<file path="src/rtl/matrix_operand_loader.sv">
// Buffers one row-major matrix operand (up to MAX_DIM x MAX_DIM) and presents it
// to a downstream operator through a combinational read port until consumed.
module matrix_operand_loader #(
    parameter int unsigned DATA_W  = 4,
    parameter int unsigned MAX_DIM = 5
) (
    input  logic              clk,
    input  logic              rst,
    input  logic              cfg_valid,
    input  logic [2:0]        cfg_rows,
    input  logic [2:0]        cfg_cols,
    output logic              cfg_ready,
    input  logic              in_valid,
    input  logic [DATA_W-1:0] in_data,
    output logic              in_ready,
    output logic              mat_valid,
    output logic [2:0]        mat_rows,
    output logic [2:0]        mat_cols,
    input  logic [4:0]        rd_addr,
    output logic [DATA_W-1:0] rd_data,
    input  logic              mat_consume,
    output logic              cfg_error
);

    localparam int unsigned DEPTH     = MAX_DIM * MAX_DIM;
    localparam logic [4:0]  DEPTH_5   = 5'(DEPTH);
    localparam logic [2:0]  MAX_DIM_3 = 3'(MAX_DIM);

    typedef enum logic [1:0] {StIdle, StLoad, StFull} state_t;

    state_t            r_state;
    state_t            w_state_next;
    logic [2:0]        r_rows;
    logic [2:0]        r_cols;
    logic [4:0]        r_count;
    logic [4:0]        r_index;
    logic [DATA_W-1:0] r_buf [DEPTH];
    logic              r_cfg_error;

    logic              w_cfg_ok;
    logic              w_accept_cfg;
    logic              w_reject_cfg;
    logic              w_accept_elem;
    logic              w_last_elem;
    logic [4:0]        w_count_new;

    assign w_cfg_ok = (cfg_rows != 3'd0) && (cfg_rows <= MAX_DIM_3) &&
                      (cfg_cols != 3'd0) && (cfg_cols <= MAX_DIM_3);
    assign w_count_new = {2'b00, cfg_rows} * {2'b00, cfg_cols};
    assign w_last_elem = (r_index == r_count - 5'd1);

    always_comb begin
        w_state_next  = r_state;
        w_accept_cfg  = 1'b0;
        w_reject_cfg  = 1'b0;
        w_accept_elem = 1'b0;
        unique case (r_state)
            StIdle: begin
                if (cfg_valid) begin
                    if (w_cfg_ok) begin
                        w_accept_cfg = 1'b1;
                        w_state_next = StLoad;
                    end else begin
                        w_reject_cfg = 1'b1;
                    end
                end
            end
            StLoad: begin
                if (in_valid) begin
                    w_accept_elem = 1'b1;
                    if (w_last_elem) w_state_next = StFull;
                end
            end
            StFull: begin
                if (mat_consume) w_state_next = StIdle;
            end
            default: w_state_next = StIdle;
        endcase
    end

    always_ff @(posedge clk or posedge rst) begin
        if (rst) begin
            r_state <= StIdle;
        end else begin
            r_state <= w_state_next;
        end
    end

    // The index holds at count-1 on the final accept so it never wraps.
    always_ff @(posedge clk or posedge rst) begin
        if (rst) begin
            r_rows      <= 3'd0;
            r_cols      <= 3'd0;
            r_count     <= 5'd0;
            r_index     <= 5'd0;
            r_cfg_error <= 1'b0;
            for (int i = 0; i < int'(DEPTH); i++) r_buf[i] <= '0;
        end else begin
            r_cfg_error <= w_reject_cfg;
            if (w_accept_cfg) begin
                r_rows  <= cfg_rows;
                r_cols  <= cfg_cols;
                r_count <= w_count_new;
                r_index <= 5'd0;
                for (int i = 0; i < int'(DEPTH); i++) r_buf[i] <= '0;
            end else if (w_accept_elem) begin
                r_buf[r_index] <= in_data;
                if (!w_last_elem) r_index <= r_index + 5'd1;
            end
        end
    end

    always_comb begin
        rd_data = '0;
        if ((rd_addr < r_count) && (rd_addr < DEPTH_5)) rd_data = r_buf[rd_addr];
    end

    assign cfg_ready = (r_state == StIdle);
    assign in_ready  = (r_state == StLoad);
    assign mat_valid = (r_state == StFull);
    assign mat_rows  = r_rows;
    assign mat_cols  = r_cols;
    assign cfg_error = r_cfg_error;

endmodule

</file>
<file path="config.mk">
export PLATFORM = sky130hd
export DESIGN_NAME = matrix_operand_loader
export DESIGN_NICKNAME = d
export VERILOG_FILES = /design/src/rtl/matrix_operand_loader.sv
export SDC_FILE = /design/constraint.sdc
export NUM_CORES = 1
export LEC_CHECK = 0
export ABC_AREA = 1
export ABC_CLOCK_PERIOD_IN_PS = 8290
export BUFFER_PORTS_ARGS = -buffer_cell sky130_fd_sc_hd__buf_2
export CAP_MARGIN = 20
export CORE_UTILIZATION = 60
export DETAILED_ROUTE_END_ITERATION = 7
export GPL_TIMING_DRIVEN = 0
export HOLD_SLACK_MARGIN = 0.02
export PLACE_DENSITY = 0.83
export SLEW_MARGIN = 20
export SYNTH_ARGS = -nofsm -noshare
export SYNTH_HDL_FRONTEND = slang
export SYNTH_SLANG_ARGS = --single-unit
</file>
<file path="constraint.sdc">
create_clock -name clk -period 8.29 [get_ports clk]
set_input_delay 2.487 -clock clk [delete_from_list [all_inputs] [get_ports clk]]
set_output_delay 2.487 -clock clk [all_outputs]
set_load 0.01 [all_outputs]
</file>
==> results.sh, run 1 <==
export IMPL_status="finished, final reports clean"
export IMPL_cp_max_fo=10
export IMPL_die_h_um=106
export IMPL_cts_hold_fix_buffers=0
export IMPL_dr_total_vias=6209
export IMPL_worst_ir_drop_vdd_mv=0.247
export IMPL_crit_arrival_ps=4290
export IMPL_avgSynthCellArea_um2=8.15
export IMPL_max_freq_mhz=148
export IMPL_yosys_area_top_type="dfrtp_1"
export IMPL_synth_most_common_cell="nand2_1"
export IMPL_worstHoldEndpoint="mat_cols[2]"
export IMPL_drt_wl_total_um=19600
export IMPL_grt_usage_pct=36.6
export IMPL_drc_errors=0
export IMPL_synth_top_area_share_pct=45.7
export IMPL_drt_first_pass_iters=8
export IMPL_cts_clk_slew_worst_paths_ps=60
export IMPL_grt_pass1_vias=6038
export IMPL_leakage_nw=3.72
export IMPL_yosys_area_share_adder_pct=2.92
export IMPL_path_class="primary input to output pin"
export IMPL_clock_path_buffers=2
export IMPL_gr_total_overflow=0
export IMPL_coreArea_mm2=0.0104
export IMPL_worstPathCellList="buf_2, inv_2, buf_1, nand3_1, nand3_1, nand3_1, a21oi_1, nor2_1, buf_2"
export IMPL_ys_async_sr_fraction_pct=100
export IMPL_dp_hpwl_um=13300
export IMPL_io_buffers=32
export IMPL_seqPwrFrac_pct=34.9
export IMPL_synth_cell_area_mm2=0.00652
export IMPL_relSlewSlack_pct=51.7
export IMPL_whs_path_depth=2
export IMPL_crit_path_start_kind="primary input"
export IMPL_worst_slew_pin_slew_ps=724
export IMPL_final_hold_viol_count=0
export IMPL_start_util_pct=62.6
export IMPL_hp_start="mat_cols[2]"
export IMPL_vias_per_cell=6.20
export IMPL_num_antenna_cells=0
export IMPL_setup_viol=0
export IMPL_worstSetupStartpoint="rd_addr[1]"
export IMPL_r2r_start="r_count[0]"
export IMPL_synthCells=800
export IMPL_numCtsBuffers=17
export IMPL_ios=34
export IMPL_cpMostUsedCell="nand3_1"
export IMPL_cp_end_kind="output pin"
export IMPL_clock_sinks=119
export IMPL_die_area_mm2=0.0113
export IMPL_clockPowerShare_pct=33.6
export IMPL_rr_endpoint="r_index[4]"
export IMPL_crit_required_ps=5800
export IMPL_swShare_pct=35.6
export IMPL_fin_total_pwr_mw=2.37
export IMPL_setup_tns_final_ps=0
export IMPL_die_width_um=106
export IMPL_p_comb_share_pct=31.5
export IMPL_maxCapViolations=0
export IMPL_wl_per_cell_um=19.6
export IMPL_synth_edf_count=0
export IMPL_cts_root_buf="clkbuf_8"
export IMPL_h_tree_depth=4
export IMPL_finalWeightedCongestion=1.06
export IMPL_period_share_pct=81.7
export IMPL_cts_resized=0
export IMPL_grt_max_degree=82
export IMPL_grt_pass1_wl_um=30800
export IMPL_drive_above_1_share_pct=15.6
export IMPL_synth_xor_area_share_pct=1.07
export IMPL_std_cell_rows=37
export IMPL_clock_latency_ps=540
export IMPL_critPathMaxStageDelay_ps=510
export IMPL_maxSlewViolCount=0
export IMPL_fin_crit_ps=6770
export IMPL_finClkSkew_ps=6.77
export IMPL_cts_tree="built"
export IMPL_seq_area_frac_synth_pct=45.7
export IMPL_netlist_top_cells_count="nand2_1 (131), dfrtp_1 (119), inv_1 (110)"
export IMPL_rsz0062_at_grt="false"
export IMPL_synthSimpleGateAreaFrac_pct=20.2
export IMPL_areaGrowthSynthToFinish_pct=15.4
export IMPL_ys_ff_latch=119
export IMPL_ant_nets=0
export IMPL_r2r_cells=11
export IMPL_p_switching_mw=0.844
export IMPL_p_int_mw=1.53
export IMPL_hold_path_class="flip-flop to flip-flop"
export IMPL_syn_num_nets=834
export IMPL_synth_main_ff_cell="dfrtp_1"
export IMPL_r2r_slack_ps=6380
export IMPL_postCtsSetupRepairBufs=0
export IMPL_grt_antenna_before_repair=0
export IMPL_synth_top_family_by_area="simple AND/OR/NAND/NOR gates"
export IMPL_cellPowerDensity_mw_per_mm2=315
export IMPL_drt_iter0_markers=689
export IMPL_crit_path_top_delay_cell="buf_1"
export IMPL_synth_cell_types=37
export IMPL_fill_cells=801
export IMPL_synth_mux_area_share_pct=0
export IMPL_synthTopCellsByArea="dfrtp_1 (46%), nand2_1 (7.5%), o21ai_0 (7.1%), a21oi_1 (6.8%), inv_1 (6.3%)"
export IMPL_fin_nets=886
export IMPL_synth_compound_area_share_pct=19.9
export IMPL_synth_warnings=0
metal layers:
metal / GRT usage [%] / part of all wire [%] / routed length, um
met1: 44.9 / 38 / 7470
met2: 57.1 / 46 / 9020
met3: 10.7 / 11 / 2120
met4: 22.1 / 5.0 / 989
met5: 0 / 0 / 0
registers in the layout (all words and copies together) (netlist names):
name and count:
mat_rows 3, r_count 5, mat_cols 3, cfg_error 1, r_state 2, r_buf 100
r_index 5
metrics by stage:
step	hold slack [ps]	worst slack, ps	instances	utilization [%]	instance area [um^2]
final	484	1520	1001	72.3	7530
after global routing	504	1490	1001	72.3	7530
after CTS	484	1650	1001	72.3	7530
after detailed placement	469	1660	969	66.1	6880
after global placement	459	1440	968	65.8	6850
after floorplan	475	2260	800	-	6520
cell usage in the layout, fill, tap and decap left out, drive strengths merged, types with 4 or more instances in the layout:
cell type / count
nand4: 7
buf: 53
o22ai: 28
nand3: 83
dfrtp: 119
o21ai: 97
nand2: 136
a21oi: 88
ha: 12
o31ai: 8
xor2: 5
clkbuf: 45
o211ai: 10
nor2: 37
bufinv: 4
inv: 119
power by group through the flow:
stage	sequential, mW	combinational (mW)	clock (mW)
floorplan	0.811	0.535	0
global placement	0.822	0.689	0
detailed placement	0.827	0.729	0
CTS	0.824	0.734	0.795
global route	0.842	0.824	0.821
finish	0.828	0.748	0.797
worst max-delay path by stage:
stage / to / slack (ps) / cells after the start
floorplan: rd_data[1] / 2260 / 8
global placement: r_buf[16] / 1440 / 2
detailed placement: rd_data[0] / 1660 / 9
CTS: rd_data[0] / 1650 / 9
global route: rd_data[0] / 1490 / 9
finish: rd_data[0] / 1520 / 9
cells by family after synthesis:
kind of cell	Yosys count
flops	119
compound gates	232
fa+ha+maj	14
xor+xnor	8
simple gates	268
buf+inv	159
cell type report:
class	instances	area, um^2	area share (%)
Sequential cell	119	2980	39.6
Multi-Input combinational cell	522	2880	38.2
Clock buffer	25	504	6.70
Inverter	119	452	6.00
Buffer	40	221	2.94
Timing Repair Buffer	33	188	2.49
Tap cell	136	170	2.26
Clock inverter	7	138	1.83
worst max-delay path, delay by kind of cell:
kind | cells | cell delay [ps]
buf+inv | 4 | 990
simple gates | 4 | 580
compound gates | 1 | 230
Power figures use the tool's default switching activity.
==> run 2: changes to the inputs <==
- ABC_CLOCK_PERIOD_IN_PS: 8290 -> 5700
- CORE_UTILIZATION: 60 -> 56
- PLACE_DENSITY: 0.83 -> 0.82
- clock period: 8.29 -> 5.7 ns (I/O delays scaled with it)
==> results.sh, run 2 (same netlist as run 1, synthesis figures left out) <==
export IMPL_status="finished, final reports clean"
export IMPL_num_antenna_cells=0
export IMPL_reg_top3="r_buf (100), r_count (5), r_index (5)"
export IMPL_largest_register_ff_count=100
export IMPL_top_register="r_buf"
export IMPL_cts_clk_slew_worst_paths_ps=50
export IMPL_numCtsBuffers=17
export IMPL_path_class="primary input to output pin"
export IMPL_io_buffers=32
export IMPL_worst_ir_drop_vdd_mv=0.312
export IMPL_worst_slew_pin_slew_ps=817
export IMPL_clock_sinks=119
export IMPL_placed_cells=976
export IMPL_grt_usage_pct=32.9
export IMPL_cp_max_fo=10
export IMPL_finalCoreUtilization_pct=65.2
export IMPL_fin_total_pwr_mw=3.22
export IMPL_maxSlewViolCount=0
export IMPL_crit_path_start_kind="primary input"
export IMPL_max_freq_mhz=192
export IMPL_period_share_pct=91.4
export IMPL_gr_total_overflow=0
export IMPL_die_h_um=110
export IMPL_setup_viol=0
export IMPL_leakage_nw=3.66
export IMPL_multi_input_area_mm2=0.00288
export IMPL_dp_slack_ps=593
export IMPL_final_cell_mix="nand2_1 (131), dfrtp_1 (119), inv_1 (109)"
export IMPL_cts_resized=0
export IMPL_seqCellArea_mm2=0.00298
export IMPL_met2_usage_pct=50.2
export IMPL_grt_antenna_before_repair=0
export IMPL_fill_cells=969
export IMPL_cellPowerDensity_mw_per_mm2=434
export IMPL_std_cell_rows=39
export IMPL_final_hold_viol_count=0
export IMPL_cts_tree="built"
export IMPL_hold_path_class="flip-flop to flip-flop"
export IMPL_fin_area_mm2=0.00741
export IMPL_dp_hpwl_um=12700
export IMPL_dr_total_vias=5928
export IMPL_grt_max_degree=63
export IMPL_use_met1_pct=43.0
export IMPL_grt_busiest_layer="met2"
export IMPL_grt_use_met3_pct=8.24
export IMPL_drt_first_pass_iters=7
export IMPL_final_cells=1006
export IMPL_worst_slack_ps=491
export IMPL_coreArea_mm2=0.0114
export IMPL_postCtsSetupRepairBufs=0
export IMPL_die_width_um=110
export IMPL_clock_latency_ps=410
export IMPL_drc_errors=0
export IMPL_cp_end_kind="output pin"
export IMPL_grt_pass1_wl_um=28800
export IMPL_fin_crit_ps=5210
export IMPL_maxCapViolations=0
export IMPL_crit_required_ps=3990
export IMPL_layout_commonest_cell="nand2_1"
export IMPL_fin_nets=886
export IMPL_ant_nets=0
export IMPL_wl_per_cell_um=18.5
export IMPL_die_area_mm2=0.0121
export IMPL_h_tree_depth=4
export IMPL_clock_path_buffers=2
export IMPL_relSlewSlack_pct=45.5
export IMPL_drive_above_1_share_pct=15.1
export IMPL_areaGrowthSynthToFinish_pct=13.7
export IMPL_vias_per_cell=5.89
export IMPL_rsz0062_at_grt="false"
export IMPL_drt_iter0_markers=640
export IMPL_ios=34
export IMPL_finClkSkew_ps=6.94
export IMPL_crit_arrival_ps=3500
export IMPL_drt_wl_total_um=18600
export IMPL_cts_root_buf="clkbuf_16"
export IMPL_start_util_pct=57.4
export IMPL_placed_area_mm2=0.00689
export IMPL_grt_pass1_vias=5526
export IMPL_cts_hold_fix_buffers=0
export IMPL_finalWeightedCongestion=0.952
-- run 2: cell count changes in the layout (fill, tap and decap cells not counted), sizes merged --
cell / delta
bufinv: -4
clkinv: +2
clkinvlp: -1
clkbuf: +1
-- run 2: worst paths after layout --
path | start | end | slack (ps) | cells past startpoint
max | rd_addr[1] | rd_data[0] | 490 | 9
min | mat_cols[1] | mat_cols[1] | 480 | 2
max reg2reg | r_count[0] | r_index[4] | 3810 | 11
min reg2reg | mat_cols[1] | mat_cols[1] | 480 | 2
max in group asynchronous | rst | r_buf[12] | 3670 | 3
min in group asynchronous | rst | r_index[1] | 1350 | 2
-- run 2: area by class of cell --
type,instances,area share [%]
Inverter,119,6.09
Tap cell,143,2.41
Timing Repair Buffer,33,2.53
Buffer,40,2.99
Clock inverter,4,0.270
Sequential cell,119,40.2
Clock buffer,26,6.74
Multi-Input combinational cell,522,38.8
-- run 2: report_power, final --
group	switching [mW]	total [mW]	internal [mW]	leakage, nW
clock	0.363	0.956	0.593	0.260
sequential	0.131	1.20	1.07	1.60
combinational	0.687	1.06	0.372	1.80
-- run 2: layer usage --
| metal | part of all wire (%) | vias up |
|---|---|---|
| met5 | 0 | - |
| met4 | 4.5 | 0 |
| met3 | 9.5 | 70 |
| met2 | 45 | 311 |
| met1 | 41 | 2778 |
| li1 | - | 2769 |
-- run 2: metrics by stage --
step	setup TNS (ps)	hold WS, ps
after floorplan	0	475
after global placement	-63420	462
after detailed placement	0	465
after CTS	0	481
after global routing	0	511
final	0	481
-- run 2: critical path, cell delays in order --
cell     delay [ps]
buf_2           150
inv_2           190
buf_1           570
nand3_1         160
nand3_1         120
nand3_1         140
a21oi_1         240
nor2_1           80
buf_2           140
==> run 3: changes to the inputs <==
- ABC_AREA: 1 -> not set
- REMOVE_ABC_BUFFERS: not set -> 1
==> results.sh, run 3 <==
export IMPL_fin_crit_ps=5530
export IMPL_crit_required_ps=3990
export IMPL_fill_cells=824
export IMPL_worst_slew_pin_slew_ps=1070
export IMPL_relSlewSlack_pct=28.4
export IMPL_worstPathCellList="buf_2, mux4_1, mux2i_1, a22oi_1, and3_1, buf_2"
export IMPL_final_cell_mix="nand2_1 (151), dfrtp_1 (119), a21oi_1 (97)"
export IMPL_drt_wl_total_um=16900
export IMPL_dp_hpwl_um=10200
export IMPL_postCtsSetupRepairBufs=0
export IMPL_start_util_pct=58.7
export IMPL_largest_register_ff_count=100
export IMPL_grt_pass1_vias=5363
export IMPL_synth_edf_count=0
export IMPL_clock_path_buffers=2
export IMPL_wl_per_cell_um=20.2
export IMPL_cts_tree="built"
export IMPL_h_tree_depth=4
export IMPL_netlist_top_cells_count="nand2_1 (151), dfrtp_1 (119), a21oi_1 (97)"
export IMPL_ys_async_sr_fraction_pct=100
export IMPL_path_buf_inv=2
export IMPL_cts_root_buf="clkbuf_16"
export IMPL_setup_viol=0
export IMPL_reg_top3="r_buf (100), r_count (5), r_index (5)"
export IMPL_multi_input_area_mm2=0.00315
export IMPL_hold_path_class="flip-flop to flip-flop"
export IMPL_finClkSkew_ps=3.85
export IMPL_rsz0062_at_grt="false"
export IMPL_cts_hold_fix_buffers=0
export IMPL_cp_max_fo=26
export IMPL_crit_arrival_ps=3820
export IMPL_setup_tns_final_ps=0
export IMPL_max_freq_mhz=181
export IMPL_grt_max_degree=74
export IMPL_std_cell_rows=38
export IMPL_finalWeightedCongestion=0.807
export IMPL_numCtsBuffers=17
export IMPL_gr_total_overflow=0
export IMPL_final_cells=838
export IMPL_synth_most_common_cell="nand2_1"
export IMPL_clock_sinks=119
export IMPL_vias_per_cell=6.54
export IMPL_maxCapViolations=0
export IMPL_crit_path_start_kind="primary input"
export IMPL_clock_latency_ps=420
export IMPL_synth_cell_area_mm2=0.00647
export IMPL_drive_above_1_share_pct=12.8
export IMPL_leakage_nw=3.21
export IMPL_cts_clk_slew_worst_paths_ps=60
export IMPL_crit_family="multiplexers"
export IMPL_synth_warnings=0
export IMPL_drt_first_pass_iters=7
export IMPL_ant_nets=0
export IMPL_grt_usage_pct=30.5
export IMPL_dr_total_vias=5481
export IMPL_synth_top_area_share_pct=46.0
export IMPL_worst_ir_drop_vdd_mv=0.334
export IMPL_synthTopCellsByArea="dfrtp_1 (46%), nand2_1 (8.8%), a21oi_1 (7.5%), mux4_1 (5.7%), nand3_1 (5.6%)"
export IMPL_layout_commonest_cell="nand2_1"
export IMPL_avgSynthCellArea_um2=9.39
export IMPL_cellPowerDensity_mw_per_mm2=443
export IMPL_seq_area_frac_synth_pct=46.0
export IMPL_drt_iter0_markers=630
export IMPL_die_width_um=109
export IMPL_coreArea_mm2=0.0110
export IMPL_die_area_mm2=0.0120
export IMPL_synth_main_ff_cell="dfrtp_1"
export IMPL_final_hold_viol_count=0
export IMPL_seqCellArea_mm2=0.00298
export IMPL_ios=34
export IMPL_synth_cell_types=41
export IMPL_r2r_slack_ps=3260
export IMPL_path_class="primary input to output pin"
export IMPL_ys_ff_latch=119
export IMPL_maxSlewViolCount=0
export IMPL_synthCells=689
export IMPL_placed_area_mm2=0.00661
export IMPL_num_antenna_cells=0
export IMPL_placed_cells=806
export IMPL_areaGrowthSynthToFinish_pct=12.3
export IMPL_cpMostUsedCell="buf_2"
export IMPL_io_buffers=33
export IMPL_grt_antenna_before_repair=0
export IMPL_status="finished, final reports clean"
export IMPL_yosys_area_top_type="dfrtp_1"
export IMPL_cp_end_kind="output pin"
export IMPL_drc_errors=0
export IMPL_top_register="r_buf"
export IMPL_critPathMaxStageDelay_ps=690
export IMPL_crit_path_top_delay_cell="mux4_1"
export IMPL_fin_total_pwr_mw=3.22
export IMPL_period_share_pct=96.9
export IMPL_fin_area_mm2=0.00727
export IMPL_cts_resized=0
export IMPL_fin_nets=719
export IMPL_grt_pass1_wl_um=27000
export IMPL_holdWs_ps=479
export IMPL_die_h_um=109
[run 3: path summary, 6_finish.rpt]
check | endpoint | startpoint | cells after the start
setup reg to reg | r_buf[29] | r_state[1] | 5
max in group asynchronous | r_buf[87] | rst | 3
hold reg to reg | mat_rows[2] | mat_rows[2] | 2
setup / recovery | rd_data[0] | rd_addr[0] | 6
hold / removal | mat_rows[2] | mat_rows[2] | 2
min in group asynchronous | r_buf[53] | rst | 2
[run 3: layout make-up]
type                       instances  share of cell area, %
multi-input combinational        496                   43.4
sequential                       119                   41.0
clock buffer                      20                   6.28
timing repair buffer              39                   3.55
clock inverter                    12                   2.72
tap                              140                   2.41
inverter                          12                  0.689
[run 3: worst min-delay path: cells and delay by family (launching register included)]
kind,cells,cell delay [ps]
flip-flops,1,340
AND/OR/NAND/NOR,2,110
[run 3: metrics by stage]
step           util, %  setup WS (ps)
3_3_place_gp      58.8           -369
4_1_cts           65.9            192
6_report          65.9            174
3_5_place_dp      60.0            193
2_1_floorplan        -            833
5_1_grt           65.9           66.7
[run 3: kinds of logic (layout without fill, tap and decap cells)]
kind of cell	count (synthesis)	after routing	share of synthesized area [%]
xor gates and xnor gates	9	9	1.43
buffers and inverters	74	83	5.65
muxes	39	39	11.5
AOI/OAI and AO/OA	154	154	12.9
adders and majority gates	14	14	2.94
DFF	119	119	46.0
and+or+nand+nor	280	280	19.6
[run 3: where the power goes]
group | internal (mW) | switching [mW] | leakage [nW]
clock | 0.797 | 0.397 | 0.316
combinational | 0.330 | 0.541 | 1.27
sequential | 1.02 | 0.138 | 1.62
[run 3: per-layer routing]
layer | track usage, % | vias to the layer above | wire (um)
li1 | - | 2399 | -
met1 | 40.2 | 2716 | 6770
met2 | 49.7 | 316 | 8220
met3 | 5.10 | 50 | 1490
met4 | 13.8 | 0 | 445
met5 | 0 | - | 0
